<file path="config.mk">
export PLATFORM = sky130hd
export DESIGN_NAME = i2c_reg_target_flat
export DESIGN_NICKNAME = d
export VERILOG_FILES = /design/src/rtl/i2c_reg_target_if.sv /design/src/rtl/i2c_reg_target.sv /design/src/flat_wrapper.sv
export SDC_FILE = /design/constraint.sdc
export NUM_CORES = 1
export LEC_CHECK = 0
export ABC_AREA = 1
export CORE_MARGIN = 2
export CORE_UTILIZATION = 40
export DETAILED_ROUTE_END_ITERATION = 8
export HOLD_SLACK_MARGIN = 0.06
export PLACE_DENSITY = 0.69
export SETUP_SLACK_MARGIN = 0.15
export SKIP_LAST_GASP = 1
export SYNTH_ARGS = -nofsm -noshare
export SYNTH_HDL_FRONTEND = slang
export SYNTH_SLANG_ARGS = --single-unit
</file>
<file path="constraint.sdc">
create_clock -name clk -period 1.8 [get_ports clk]
set_input_delay 0.54 -clock clk [delete_from_list [all_inputs] [get_ports clk]]
set_output_delay 0.54 -clock clk [all_outputs]
set_load 0.03 [all_outputs]
</file>
<file path="src/rtl/i2c_reg_target_if.sv">
// Bus bundle for i2c_reg_target: raw I2C pins plus the register-file strobe port.
// master = bus/register-file side, slave = the I2C target itself.
interface i2c_reg_target_if;
  logic       scl_in;
  logic       sda_in;
  logic       sda_oe;
  logic [7:0] reg_addr;
  logic [7:0] wr_data;
  logic       wr_strobe;
  logic [7:0] rd_data;
  logic       rd_strobe;
  logic       busy;

  modport master (
    output scl_in, sda_in, rd_data,
    input  sda_oe, reg_addr, wr_data, wr_strobe, rd_strobe, busy
  );

  modport slave (
    input  scl_in, sda_in, rd_data,
    output sda_oe, reg_addr, wr_data, wr_strobe, rd_strobe, busy
  );
endinterface

</file>
<file path="src/rtl/i2c_reg_target.sv">
// I2C register target: oversampled SCL/SDA, [addr+W][reg][data...] writes, pointer reads.
// Read direction is built only when I2C_REG_TARGET_READ_EN is defined.
module i2c_reg_target #(
  parameter logic [6:0]  I2C_ADDR   = 7'h39,
  parameter int unsigned FILTER_LEN = 3
) (
  input logic             clk,
  input logic             reset,
  i2c_reg_target_if.slave bus
);

  localparam logic [3:0] FLT_MAX     = 4'(FILTER_LEN - 1);
  localparam logic [3:0] S_IDLE      = 4'd0;
  localparam logic [3:0] S_ADDR      = 4'd1;
  localparam logic [3:0] S_ADDR_ACK  = 4'd2;
  localparam logic [3:0] S_REG       = 4'd3;
  localparam logic [3:0] S_REG_ACK   = 4'd4;
  localparam logic [3:0] S_WDATA     = 4'd5;
  localparam logic [3:0] S_WDATA_ACK = 4'd6;
`ifdef I2C_REG_TARGET_READ_EN
  localparam logic [3:0] S_RDATA     = 4'd7;
  localparam logic [3:0] S_RACK      = 4'd8;
`endif

  logic [1:0] scl_sync_q, sda_sync_q;
  logic       scl_f_q, scl_f_d, sda_f_q, sda_f_d;
  logic [3:0] scl_cnt_q, scl_cnt_d, sda_cnt_q, sda_cnt_d;
  logic       scl_prev_q, sda_prev_q;
  logic       scl_rise_s, scl_fall_s, start_s, stop_s, byte_done_s, addr_ok_s;

  logic [3:0] state_q, state_d;
  logic [3:0] bit_cnt_q, bit_cnt_d;
  logic [7:0] shift_q, shift_d;
  logic       sda_oe_q, sda_oe_d;
  logic [7:0] reg_addr_q, reg_addr_d;
  logic [7:0] wr_data_q, wr_data_d;
  logic       wr_strobe_q, wr_strobe_d;
  logic       busy_q, busy_d;
  logic       inc_q, inc_d;
`ifdef I2C_REG_TARGET_READ_EN
  logic       rnw_q, rnw_d;
  logic       rd_strobe_q, rd_strobe_d;
  logic       rd_pend_q, rd_pend_d;
`else
  logic       unused_rd_data_s;
  assign unused_rd_data_s = ^bus.rd_data;
`endif

  // Glitch filter: the accepted level follows the synchronized pin only after FILTER_LEN equal samples.
  always_comb begin
    scl_f_d   = scl_f_q;
    scl_cnt_d = 4'd0;
    sda_f_d   = sda_f_q;
    sda_cnt_d = 4'd0;
    if (scl_sync_q[1] == scl_f_q) begin
      scl_cnt_d = 4'd0;
    end else if (scl_cnt_q == FLT_MAX) begin
      scl_f_d   = scl_sync_q[1];
      scl_cnt_d = 4'd0;
    end else begin
      scl_cnt_d = scl_cnt_q + 4'd1;
    end
    if (sda_sync_q[1] == sda_f_q) begin
      sda_cnt_d = 4'd0;
    end else if (sda_cnt_q == FLT_MAX) begin
      sda_f_d   = sda_sync_q[1];
      sda_cnt_d = 4'd0;
    end else begin
      sda_cnt_d = sda_cnt_q + 4'd1;
    end
  end

  // Synchronizers, filter state and previous filtered levels; idle bus level is high.
  always_ff @(posedge clk or posedge reset) begin
    if (reset) begin
      scl_sync_q <= 2'b11;
      sda_sync_q <= 2'b11;
      scl_f_q    <= 1'b1;
      sda_f_q    <= 1'b1;
      scl_cnt_q  <= 4'd0;
      sda_cnt_q  <= 4'd0;
      scl_prev_q <= 1'b1;
      sda_prev_q <= 1'b1;
    end else begin
      scl_sync_q <= {scl_sync_q[0], bus.scl_in};
      sda_sync_q <= {sda_sync_q[0], bus.sda_in};
      scl_f_q    <= scl_f_d;
      sda_f_q    <= sda_f_d;
      scl_cnt_q  <= scl_cnt_d;
      sda_cnt_q  <= sda_cnt_d;
      scl_prev_q <= scl_f_q;
      sda_prev_q <= sda_f_q;
    end
  end

  assign scl_rise_s  = scl_f_q & ~scl_prev_q;
  assign scl_fall_s  = ~scl_f_q & scl_prev_q;
  assign start_s     = scl_f_q & scl_prev_q & sda_prev_q & ~sda_f_q;
  assign stop_s      = scl_f_q & scl_prev_q & ~sda_prev_q & sda_f_q;
  assign byte_done_s = (bit_cnt_q == 4'd8);
`ifdef I2C_REG_TARGET_READ_EN
  assign addr_ok_s   = (shift_q[7:1] == I2C_ADDR);
`else
  assign addr_ok_s   = (shift_q[7:1] == I2C_ADDR) & ~shift_q[0];
`endif

  // Protocol FSM: bits shift in on SCL rise, every SDA drive change happens on SCL fall.
  always_comb begin
    state_d     = state_q;
    bit_cnt_d   = bit_cnt_q;
    shift_d     = shift_q;
    sda_oe_d    = sda_oe_q;
    wr_data_d   = wr_data_q;
    wr_strobe_d = 1'b0;
    busy_d      = busy_q;
    inc_d       = 1'b0;
`ifdef I2C_REG_TARGET_READ_EN
    rnw_d       = rnw_q;
    rd_strobe_d = 1'b0;
    rd_pend_d   = 1'b0;
`endif
    if (inc_q) begin
      reg_addr_d = reg_addr_q + 8'd1;
    end else begin
      reg_addr_d = reg_addr_q;
    end

    case (state_q)
      S_IDLE: begin
        state_d = S_IDLE;
      end
      S_ADDR: begin
        if (scl_rise_s) begin
          shift_d   = {shift_q[6:0], sda_f_q};
          bit_cnt_d = bit_cnt_q + 4'd1;
        end else if (scl_fall_s && byte_done_s) begin
          bit_cnt_d = 4'd0;
          if (addr_ok_s) begin
            state_d  = S_ADDR_ACK;
            sda_oe_d = 1'b1;
`ifdef I2C_REG_TARGET_READ_EN
            rnw_d    = shift_q[0];
`endif
          end else begin
            state_d = S_IDLE;
          end
        end else begin
          state_d = state_q;
        end
      end
      S_ADDR_ACK: begin
        if (scl_fall_s) begin
          sda_oe_d  = 1'b0;
          bit_cnt_d = 4'd0;
`ifdef I2C_REG_TARGET_READ_EN
          if (rnw_q) begin
            // First read byte comes from the current pointer; bit 7 is driven right away.
            state_d     = S_RDATA;
            shift_d     = bus.rd_data;
            rd_strobe_d = 1'b1;
            sda_oe_d    = ~bus.rd_data[7];
          end else begin
            state_d = S_REG;
          end
`else
          state_d = S_REG;
`endif
        end else begin
          state_d = state_q;
        end
      end
      S_REG: begin
        if (scl_rise_s) begin
          shift_d   = {shift_q[6:0], sda_f_q};
          bit_cnt_d = bit_cnt_q + 4'd1;
        end else if (scl_fall_s && byte_done_s) begin
          reg_addr_d = shift_q;
          sda_oe_d   = 1'b1;
          state_d    = S_REG_ACK;
        end else begin
          state_d = state_q;
        end
      end
      S_WDATA: begin
        if (scl_rise_s) begin
          shift_d   = {shift_q[6:0], sda_f_q};
          bit_cnt_d = bit_cnt_q + 4'd1;
        end else if (scl_fall_s && byte_done_s) begin
          wr_data_d   = shift_q;
          wr_strobe_d = 1'b1;
          inc_d       = 1'b1;
          sda_oe_d    = 1'b1;
          state_d     = S_WDATA_ACK;
        end else begin
          state_d = state_q;
        end
      end
      S_REG_ACK, S_WDATA_ACK: begin
        if (scl_fall_s) begin
          sda_oe_d  = 1'b0;
          bit_cnt_d = 4'd0;
          state_d   = S_WDATA;
        end else begin
          state_d = state_q;
        end
      end
`ifdef I2C_REG_TARGET_READ_EN
      S_RDATA: begin
        if (scl_rise_s) begin
          bit_cnt_d = bit_cnt_q + 4'd1;
        end else if (scl_fall_s) begin
          if (byte_done_s) begin
            sda_oe_d  = 1'b0;
            bit_cnt_d = 4'd0;
            shift_d   = 8'h00;
            state_d   = S_RACK;
          end else begin
            shift_d  = {shift_q[6:0], 1'b0};
            sda_oe_d = ~shift_q[6];
          end
        end else begin
          state_d = state_q;
        end
      end
      S_RACK: begin
        // After an ACK the pointer moves first, so rd_data is latched one clk later.
        if (rd_pend_q) begin
          shift_d     = bus.rd_data;
          rd_strobe_d = 1'b1;
          sda_oe_d    = ~bus.rd_data[7];
          bit_cnt_d   = 4'd0;
          state_d     = S_RDATA;
        end else if (scl_rise_s) begin
          shift_d[0] = sda_f_q;
          bit_cnt_d  = 4'd1;
        end else if (scl_fall_s && (bit_cnt_q == 4'd1)) begin
          bit_cnt_d = 4'd0;
          if (shift_q[0]) begin
            state_d = S_IDLE;
          end else begin
            reg_addr_d = reg_addr_q + 8'd1;
            rd_pend_d  = 1'b1;
          end
        end else begin
          state_d = state_q;
        end
      end
`endif
      default: begin
        state_d  = S_IDLE;
        sda_oe_d = 1'b0;
      end
    endcase

    if (stop_s) begin
      state_d   = S_IDLE;
      sda_oe_d  = 1'b0;
      busy_d    = 1'b0;
      bit_cnt_d = 4'd0;
    end else if (start_s) begin
      state_d   = S_ADDR;
      sda_oe_d  = 1'b0;
      busy_d    = 1'b1;
      bit_cnt_d = 4'd0;
    end else begin
      busy_d = busy_d;
    end
  end

  // FSM and output registers; reset releases SDA without waiting for a clock.
  always_ff @(posedge clk or posedge reset) begin
    if (reset) begin
      state_q     <= S_IDLE;
      bit_cnt_q   <= 4'd0;
      shift_q     <= 8'h00;
      sda_oe_q    <= 1'b0;
      reg_addr_q  <= 8'h00;
      wr_data_q   <= 8'h00;
      wr_strobe_q <= 1'b0;
      busy_q      <= 1'b0;
      inc_q       <= 1'b0;
`ifdef I2C_REG_TARGET_READ_EN
      rnw_q       <= 1'b0;
      rd_strobe_q <= 1'b0;
      rd_pend_q   <= 1'b0;
`endif
    end else begin
      state_q     <= state_d;
      bit_cnt_q   <= bit_cnt_d;
      shift_q     <= shift_d;
      sda_oe_q    <= sda_oe_d;
      reg_addr_q  <= reg_addr_d;
      wr_data_q   <= wr_data_d;
      wr_strobe_q <= wr_strobe_d;
      busy_q      <= busy_d;
      inc_q       <= inc_d;
`ifdef I2C_REG_TARGET_READ_EN
      rnw_q       <= rnw_d;
      rd_strobe_q <= rd_strobe_d;
      rd_pend_q   <= rd_pend_d;
`endif
    end
  end

  assign bus.sda_oe    = sda_oe_q;
  assign bus.reg_addr  = reg_addr_q;
  assign bus.wr_data   = wr_data_q;
  assign bus.wr_strobe = wr_strobe_q;
  assign bus.busy      = busy_q;
`ifdef I2C_REG_TARGET_READ_EN
  assign bus.rd_strobe = rd_strobe_q;
`else
  assign bus.rd_strobe = 1'b0;
`endif

endmodule
</file>
<file path="src/flat_wrapper.sv">
// flat-port wrapper written by rule: the top's interface ports become plain ports
module i2c_reg_target_flat 
#(
  parameter logic [6:0]  I2C_ADDR   = 7'h39,
  parameter int unsigned FILTER_LEN = 3
)
  (clk, reset, bus_scl_in, bus_sda_in, bus_rd_data, bus_sda_oe, bus_reg_addr, bus_wr_data, bus_wr_strobe, bus_rd_strobe, bus_busy);
  i2c_reg_target_if bus_i ();
  input logic clk;
  input logic reset;
  input wire logic [$bits(bus_i.scl_in)-1:0] bus_scl_in;
  input wire logic [$bits(bus_i.sda_in)-1:0] bus_sda_in;
  input wire logic [$bits(bus_i.rd_data)-1:0] bus_rd_data;
  output wire logic [$bits(bus_i.sda_oe)-1:0] bus_sda_oe;
  output wire logic [$bits(bus_i.reg_addr)-1:0] bus_reg_addr;
  output wire logic [$bits(bus_i.wr_data)-1:0] bus_wr_data;
  output wire logic [$bits(bus_i.wr_strobe)-1:0] bus_wr_strobe;
  output wire logic [$bits(bus_i.rd_strobe)-1:0] bus_rd_strobe;
  output wire logic [$bits(bus_i.busy)-1:0] bus_busy;
  assign bus_i.scl_in = bus_scl_in;
  assign bus_i.sda_in = bus_sda_in;
  assign bus_i.rd_data = bus_rd_data;
  assign bus_sda_oe = bus_i.sda_oe;
  assign bus_reg_addr = bus_i.reg_addr;
  assign bus_wr_data = bus_i.wr_data;
  assign bus_wr_strobe = bus_i.wr_strobe;
  assign bus_rd_strobe = bus_i.rd_strobe;
  assign bus_busy = bus_i.busy;
  i2c_reg_target #(.I2C_ADDR(I2C_ADDR), .FILTER_LEN(FILTER_LEN)) u_core (.clk(clk), .reset(reset), .bus(bus_i));
endmodule
</file>
==> results of run 1 <==
## cell usage after synthesis
| cell | count | area (µm²) |
|---|---|---|
| buf_2 | 2 | 10.0 |
| o21ai_0 | 6 | 30.0 |
| nand3_2 | 2 | 20.0 |
| or2_2 | 1 | 6.26 |
| inv_1 | 20 | 75.1 |
| nand2_1 | 74 | 278 |
| nand2_2 | 4 | 25.0 |
| buf_4 | 2 | 15.0 |
| o21ai_1 | 20 | 100 |
| mux2i_1 | 1 | 10.0 |
| xor2_1 | 6 | 52.6 |
| inv_2 | 9 | 33.8 |
| o21ai_2 | 3 | 26.3 |
| nand2_4 | 2 | 22.5 |
| nor2_2 | 4 | 25.0 |
| nand4_2 | 1 | 12.5 |
| o22ai_1 | 1 | 6.26 |
| nor2_1 | 23 | 86.3 |
| nor2_4 | 2 | 22.5 |
| nand3b_1 | 2 | 15.0 |
| conb_1 | 1 | 3.75 |
| dfrtp_1 | 42 | 1050 |
| dfstp_2 | 8 | 210 |
| a21oi_1 | 3 | 15.0 |
| nor3_1 | 1 | 5.00 |
| ha_1 | 7 | 87.6 |
| xnor2_1 | 4 | 35.0 |
| nand4_1 | 3 | 18.8 |
| nand3_1 | 15 | 75.1 |
## worst reg2reg max path, delay by kind of cell, from the launching register on
family | cells | cell delay [ns]
simple gates | 6 | 0.76
compound gates | 1 | 0.05
flops | 1 | 0.60
## worst max path at each step
stage	from	end	cells past startpoint
after floorplan	u_core.bit_cnt_q[0]	u_core.state_q[2]	11
after CTS	u_core.bus.reg_addr[3]	bus_reg_addr[3]	1
after detailed placement	u_core.bus.reg_addr[3]	bus_reg_addr[3]	1
after global placement	u_core.bus.reg_addr[3]	bus_reg_addr[3]	1
after global routing	u_core.sda_f_q	u_core.bit_cnt_q[1]	9
final	u_core.bus.wr_data[0]	bus_wr_data[0]	1
## stage by stage
stage               hold WS [ns]   util  instances  cell area, µm²  setup slack [ns]
finish                     0.360  0.483        372            2810             0.183
global route               0.367  0.483        372            2810             0.153
CTS                        0.360  0.483        371            2810             0.102
detailed placement         0.347  0.462        363            2690             0.172
global placement           0.346  0.462        363            2690             0.183
floorplan                  0.345      -        269            2380             0.390
## logic make-up after synthesis
kind of cell | count (synthesis) | share of synthesized area
mux | 1 | 0.00422
simple gates | 134 | 0.258
flops | 50 | 0.531
fa+ha+maj | 7 | 0.0369
compound gates | 33 | 0.0749
xor+xnor | 10 | 0.0369
other cells | 1 | 0.00158
buf+inv | 33 | 0.0564
## power by group through the flow
stage               Clock [mW]  Sequential, mW  Combinational, mW
floorplan                    0            1.44              0.365
global placement             0            1.43              0.493
detailed placement           0            1.44              0.506
CTS                      0.955            1.41              0.496
global route              1.01            1.43              0.576
finish                   0.937            1.41              0.498
## registers in the layout, summed over array words and instances, names as in the netlist
name and cells:
u_core.scl_f_q 1, u_core.bus.reg_addr 8, u_core.bus.wr_strobe 1, u_core.sda_prev_q 1, u_core.bus.busy 1, u_core.sda_sync_q 2
u_core.bus.sda_oe 1, u_core.scl_prev_q 1, u_core.bus.wr_data 8, u_core.state_q 3, u_core.bit_cnt_q 4, u_core.sda_cnt_q 4
u_core.scl_cnt_q 4, u_core.shift_q 8, u_core.sda_f_q 1, u_core.scl_sync_q 2
## repair_timing
| action | CTS | global route |
|---|---|---|
| gates resized for setup | 28 | 10 |
| setup buffers | 0 | 1 |
| endpoints found under the setup margin | 19 | 17 |
## cells in the final DEF, fill, tap and decap left out, types with 3 or more instances in the layout
cell type | netlist | final
nand2_4 | 2 | 3
o21ai_0 | 6 | 6
clkdlybuf4s50_1 | 0 | 3
nor2_1 | 23 | 23
xor2_1 | 6 | 6
nand2_1 | 74 | 74
dfrtp_1 | 42 | 42
inv_1 | 20 | 19
inv_2 | 9 | 9
dfstp_2 | 8 | 8
nand2_2 | 4 | 3
clkbuf_2 | 0 | 4
nand4_1 | 3 | 3
o21ai_2 | 3 | 3
nand3_1 | 15 | 15
clkdlybuf4s15_1 | 0 | 4
xnor2_1 | 4 | 4
o21ai_1 | 20 | 20
clkbuf_8 | 0 | 5
ha_1 | 7 | 7
dlygate4sd2_1 | 0 | 8
clkdlybuf4s15_2 | 0 | 3
nor2_2 | 4 | 4
a21oi_1 | 3 | 3
## area by class of cell
type / count / area [µm²] / area share
multi-input cells: 186 / 983 / 0.350
clock buffers: 5 / 68.8 / 0.0245
repair buffers: 24 / 221 / 0.0788
clock inverters: 3 / 68.8 / 0.0245
well taps: 75 / 93.8 / 0.0334
flip-flops and latches: 50 / 1260 / 0.449
inverters: 29 / 113 / 0.0401
## metal layers
| layer | part of all wire | up-vias | global-route usage | routed length [µm] |
|---|---|---|---|---|
| li1 | - | 901 | - | - |
| met1 | 0.49 | 805 | 0.178 | 1970 |
| met2 | 0.46 | 29 | 0.226 | 1870 |
| met3 | 0.038 | 4 | 0.0311 | 153 |
| met4 | 0.012 | 0 | 0.0458 | 50 |
| met5 | 0 | - | 0 | 0 |
==> key figures, run 1 <==
Status
  • Status: finished clean

Global route
  • Pin count of the biggest net entering global routing: 51
  • Initial antenna violation count: 0
  • Vias in the first global route: roughly 1600
  • Gr ovfl total: 0
  • First-pass GRT wire length: ~7000 µm
  • GRT Total Usage: 0.137

STA
  • TNS Setup: 0 ns
  • Final Max Tran Viols: 0
  • Clock skew: 0.00876 ns
  • Hold Vio Cnt, Final: 0
  • Maximum clock frequency: 0.618 GHz
  • Unrepaired setup endpoints after global routing: false
  • Final setup fails: 0
  • Final Cycle Share: 0.898
  • Post-layout minimum cycle time: 1.62 ns

Worst setup path
  • Worst path bufs/invs: 1
  • Worst reg2reg setup slack: around 0.28 ns
  • Reg-to-Reg Start: u_core.scl_f_q
  • Crit Path Class: register to output port
  • Crit path max fanout: 2
  • Crit-path leading delay family: buffers and inverters
  • Crit end category: output port
  • Critical path's slowest cell: dlygate4sd2_1
  • WP data arrival: 1.08 ns
  • Worst reg2reg path depth: 7
  • Crit-path cells: dlygate4sd2_1
  • Worst EP required: between 1 and 1.5 ns
  • Worst setup SP type: register
  • R2r endpoint: u_core.state_q[2]
  • CP max stage delay: 0.41 ns

Power
  • Lkg Pwr: between 1 and 1.5 nW
  • Power Total: 2.84 mW
  • Clock power frac: 0.330
  • Peak supply drop: between 0.0006 and 0.0007 V
  • Pint: just over 2 mW
  • Switching portion of total power: 0.290
  • PwrDens: 1010 mW/mm²
  • Gate power share: 0.175
  • Sequential power share: 0.495
  • Switching Power: between 0.8 and 0.9 mW

Hold path
  • HP Start: u_core.sda_sync_q[0]
  • Hold Crit Depth: 0
  • Worst min path class: register to register
  • Hold endpoint: u_core.sda_sync_q[1]

Route
  • Post-route ant nets: 0
  • Vias/cell: 4.67
  • Iter 0 DRT Violations: 133
  • WL final: 4050 µm
  • Vias post-DR: 1739
  • Avg WL per Cell: about 11 µm
  • Number of iterations in the first detailed-routing pass: 4
  • # DRC: 0

Clock tree
  • CTS tree: yes
  • Worst-path clk slew: about 0.1 ns
  • Root buffer selected by CTS: clkbuf_8
  • Clock buffer count from CTS: 5
  • Clock sink count: 50
  • Hold Buf Count CTS: 0
  • Clock Path Buffers: 2
  • H-tree levels: 2
  • Insertion delay to the later sink of the worst-skew pair: slightly above 0.3 ns

Layout
  • Share of cells above drive strength 1: 0.182
  • # nets final: 315
  • Area growth syn-to-layout: 18.4%
  • Antenna cell count: 0
  • Fill count: approximately 570

Floorplan
  • Core box area: 0.00582 mm²
  • Die Span X: just over 80 µm
  • # rows: 28
  • Die height: slightly above 80 µm
  • Total die area: around 0.0066 mm²
  • I/O pin cnt: 32
  • Initial core utilization: 0.408

Place
  • Port-buffer cells: 22
  • GP Congestion: between 0.8 and 0.9
  • Hpwl dp: slightly below 3000 µm

Synthesis
  • Cell variety after synth: 29
  • Synth Cell Area: approximately 0.0024 mm²
  • Seq/Total Area, Yosys: 0.531
  • Syn Inst Count: between 200 and 300
  • Synthesized area per cell: 8.82 µm²
  • Number of synthesized register bits: 50
  • Warnings, synthesis: 0
  • Syn Nets: 288

Flow run
  • Max cap viols: 0
No activity file was read; power rests on OpenSTA's default activity.
==> run 2, diff against run 1 <==
HOLD_SLACK_MARGIN = 0.05   (was 0.06)
SLEW_MARGIN = 5   (was unset)
==> results of run 2 <==
The final DEF is identical to that of run 1; final timing and power are the same.
==> run 3, diff against run 2 <==
SETUP_SLACK_MARGIN = 0.05   (was 0.15)
==> run 3 against run 2 <==
Maximum frequency is 3.5% lower. Clock-buffer cell count is 1 higher. Die area stayed put.
==> key figures, run 3 (synthesis results as in run 1) <==
STA
  • TNS Setup: 0 ns (unchanged)
  • Final Cycle Share: 0.931 (was 0.898)
  • Hold Vio Cnt, Final: 0 (unchanged)
  • Final Max Tran Viols: 0 (unchanged)
  • Clock skew: 0.00673 ns (was 0.00876 ns)
  • Unrepaired setup endpoints after global routing: false (unchanged)
  • Final hold slack: 0.360 ns (about the same)
  • Post-layout minimum cycle time: 1.68 ns (was 1.62 ns)
  • Maximum clock frequency: 0.597 GHz (was 0.618 GHz)
  • Final setup fails: 0 (unchanged)

Layout
  • Final cell count without fillers: 371 (was 372)
  • Antenna cell count: 0 (unchanged)
  • # nets final: 314 (was 315)
  • Share of cells above drive strength 1: 0.152 (was 0.182)
  • Fill count: 595 (was 566)
  • Area growth syn-to-layout: 16.7% (was 18.4%)
  • Most frequent cells in the layout: nand2_1 (74), dfrtp_1 (42), nor2_1 (23), o21ai_1 (20) (was nand2_1 (74), dfrtp_1 (42), nor2_1 (23), o21ai_1 (20), inv_1 (19))
  • Most common cell after layout, fill and taps aside: nand2_1 (unchanged)

Worst setup path
  • Reg-to-Reg Start: u_core.bit_cnt_q[0] (was u_core.scl_f_q)
  • R2r endpoint: u_core.state_q[2] (unchanged)
  • Crit-path leading delay family: flip-flops (was buffers and inverters)
  • WP data arrival: 1.14 ns (was 1.08 ns)
  • Worst EP required: 1.26 ns (about the same)
  • Critical path's slowest cell: dfrtp_1 (was dlygate4sd2_1)
  • Worst reg2reg path depth: 11 (was 7)
  • Crit Path Class: register to output port (unchanged)
  • Crit end category: output port (unchanged)
  • Worst path bufs/invs: 1 (unchanged)
  • Worst setup SP type: register (unchanged)
  • Worst reg2reg setup slack: 0.27 ns (was 0.28 ns)
  • Crit-path cells: dlygate4sd2_1 (unchanged)
  • CP max stage delay: 0.42 ns (was 0.41 ns)
  • Crit path max fanout: 5 (was 2)

Power
  • Clock power frac: 0.288 (was 0.330)
  • Switching Power: 0.788 mW (was 0.826 mW)
  • Switching portion of total power: 0.296 (was 0.290)
  • Peak supply drop: 0.000612 V (was 0.000605 V)
  • Lkg Pwr: 1.41 nW (was 1.39 nW)
  • Pint: 1.87 mW (was 2.02 mW)
  • PwrDens: 960 mW/mm² (was 1010 mW/mm²)
  • Gate power share: 0.182 (was 0.175)
  • Sequential power share: 0.530 (was 0.495)

Route
  • Iter 0 DRT Violations: 120 (was 133)
  • Avg WL per Cell: 10.3 µm (was 10.9 µm)
  • Number of iterations in the first detailed-routing pass: 4 (unchanged)
  • WL final: 3840 µm (was 4050 µm)
  • # DRC: 0 (unchanged)
  • Post-route ant nets: 0 (unchanged)
  • Vias post-DR: 1730 (was 1739)
  • Vias/cell: 4.66 (was 4.67)

Global route
  • GRT Total Usage: 0.137 (about the same)
  • Vias in the first global route: 1601 (unchanged)
  • Pin count of the biggest net entering global routing: 51 (unchanged)
  • Initial antenna violation count: 0 (unchanged)
  • Gr ovfl total: 0 (unchanged)
  • First-pass GRT wire length: 6940 µm (was 7020 µm)

Floorplan
  • # rows: 28 (unchanged)
  • Die Span X: 81.0 µm (unchanged)
  • Initial core utilization: 0.408 (unchanged)
  • Die height: 81.0 µm (unchanged)
  • I/O pin cnt: 32 (unchanged)
  • Total die area: 0.00657 mm² (unchanged)
  • Core box area: 0.00582 mm² (unchanged)

Clock tree
  • Root buffer selected by CTS: clkbuf_8 (unchanged)
  • Clock Path Buffers: 2 (unchanged)
  • CTS tree: yes (unchanged)
  • H-tree levels: 2 (unchanged)
  • Insertion delay to the later sink of the worst-skew pair: 0.30 ns (was 0.31 ns)
  • Worst-path clk slew: 0.09 ns (was 0.10 ns)
  • Clock buffer count from CTS: 5 (unchanged)
  • Clock sink count: 50 (unchanged)

Place
  • GP Congestion: 0.897 (was 0.890)
  • Hpwl dp: 2810 µm (was 2920 µm)
  • Placed cells: 363 (unchanged)
  • Port-buffer cells: 22 (unchanged)

Flow run
  • Max cap viols: 0 (unchanged)

Hold path
  • HP Start: u_core.scl_sync_q[0] (was u_core.sda_sync_q[0])
  • Hold Crit Depth: 0 (unchanged)
  • Worst min path class: register to register (unchanged)
  • Hold endpoint: u_core.scl_sync_q[1] (was u_core.sda_sync_q[1])

Status
  • Status: finished clean (unchanged)
run 3: cell types whose count changed in the layout (fill, tap and decap cells not counted), sizes merged:
cell,change
clkdlybuf4s15,-7
inv,+1
dlygate4sd2,+11
bufinv,-1
buf,-1
clkbuf,-3
clkinv,-1
run 3: worst max-delay path by stage:
stage                                start                   to  slack (ns)  cells after the start
global placement    u_core.bus.reg_addr[3]      bus_reg_addr[3]        0.18                      1
detailed placement  u_core.bus.reg_addr[3]      bus_reg_addr[3]        0.18                      1
global route          u_core.bus.wr_strobe        bus_wr_strobe        0.07                      1
finish              u_core.bus.reg_addr[3]      bus_reg_addr[3]        0.12                      1
CTS                   u_core.bus.wr_strobe        bus_wr_strobe        0.11                      1
floorplan                            reset  u_core.bit_cnt_q[0]        0.07                      1
run 3: cell type report:
cell class / count / area [µm²] / share of cell area
sequential: 50 / 1260 / 0.455
multi-input combinational: 186 / 978 / 0.353
timing repair buffer: 23 / 216 / 0.0782
inverter: 29 / 109 / 0.0393
tap: 75 / 93.8 / 0.0339
clock buffer: 6 / 72.6 / 0.0262
clock inverter: 2 / 37.5 / 0.0136
run 3: what timing repair did:
item / CTS / global route
resized for setup: 19 / 0
setup buffers: 0 / 0
hold buffers: 0 / 0
setup endpoints to repair: 19 / 0
run 3: worst register-to-register path: stages (launching register included):
cell	delay, ns
dfrtp_1	0.42
inv_1	0.09
ha_1	0.14
nand2_1	0.06
nor2_2	0.13
nand2_4	0.10
nand2_1	0.10
nor2_2	0.06
nor2_4	0.12
nand2_4	0.09
nand2_1	0.08
o21ai_2	0.05
run 3: metal layers:
metal  part of all wire  GRT usage
met1               0.47      0.172
met2               0.48      0.229
met3              0.040     0.0344
met4              0.015     0.0508
met5                  0          0
run 3: power groups by stage:
stage	sequential, mW	combinational, mW	clock (mW)
2_1_floorplan	1.44	0.365	0
3_5_place_dp	1.43	0.502	0
4_1_cts	1.41	0.494	0.799
5_1_grt	1.43	0.576	0.833
3_3_place_gp	1.43	0.494	0
6_report	1.41	0.483	0.766
run 3: metrics by stage:
step	power, mW	area, µm²	util	setup slack, ns
2_1_floorplan	1.80	2370	-	0.0721
3_3_place_gp	1.92	2680	0.461	0.181
3_5_place_dp	1.93	2680	0.461	0.175
4_1_cts	2.70	2770	0.476	0.112
5_1_grt	2.84	2770	0.476	0.0720
6_report	2.66	2770	0.476	0.125
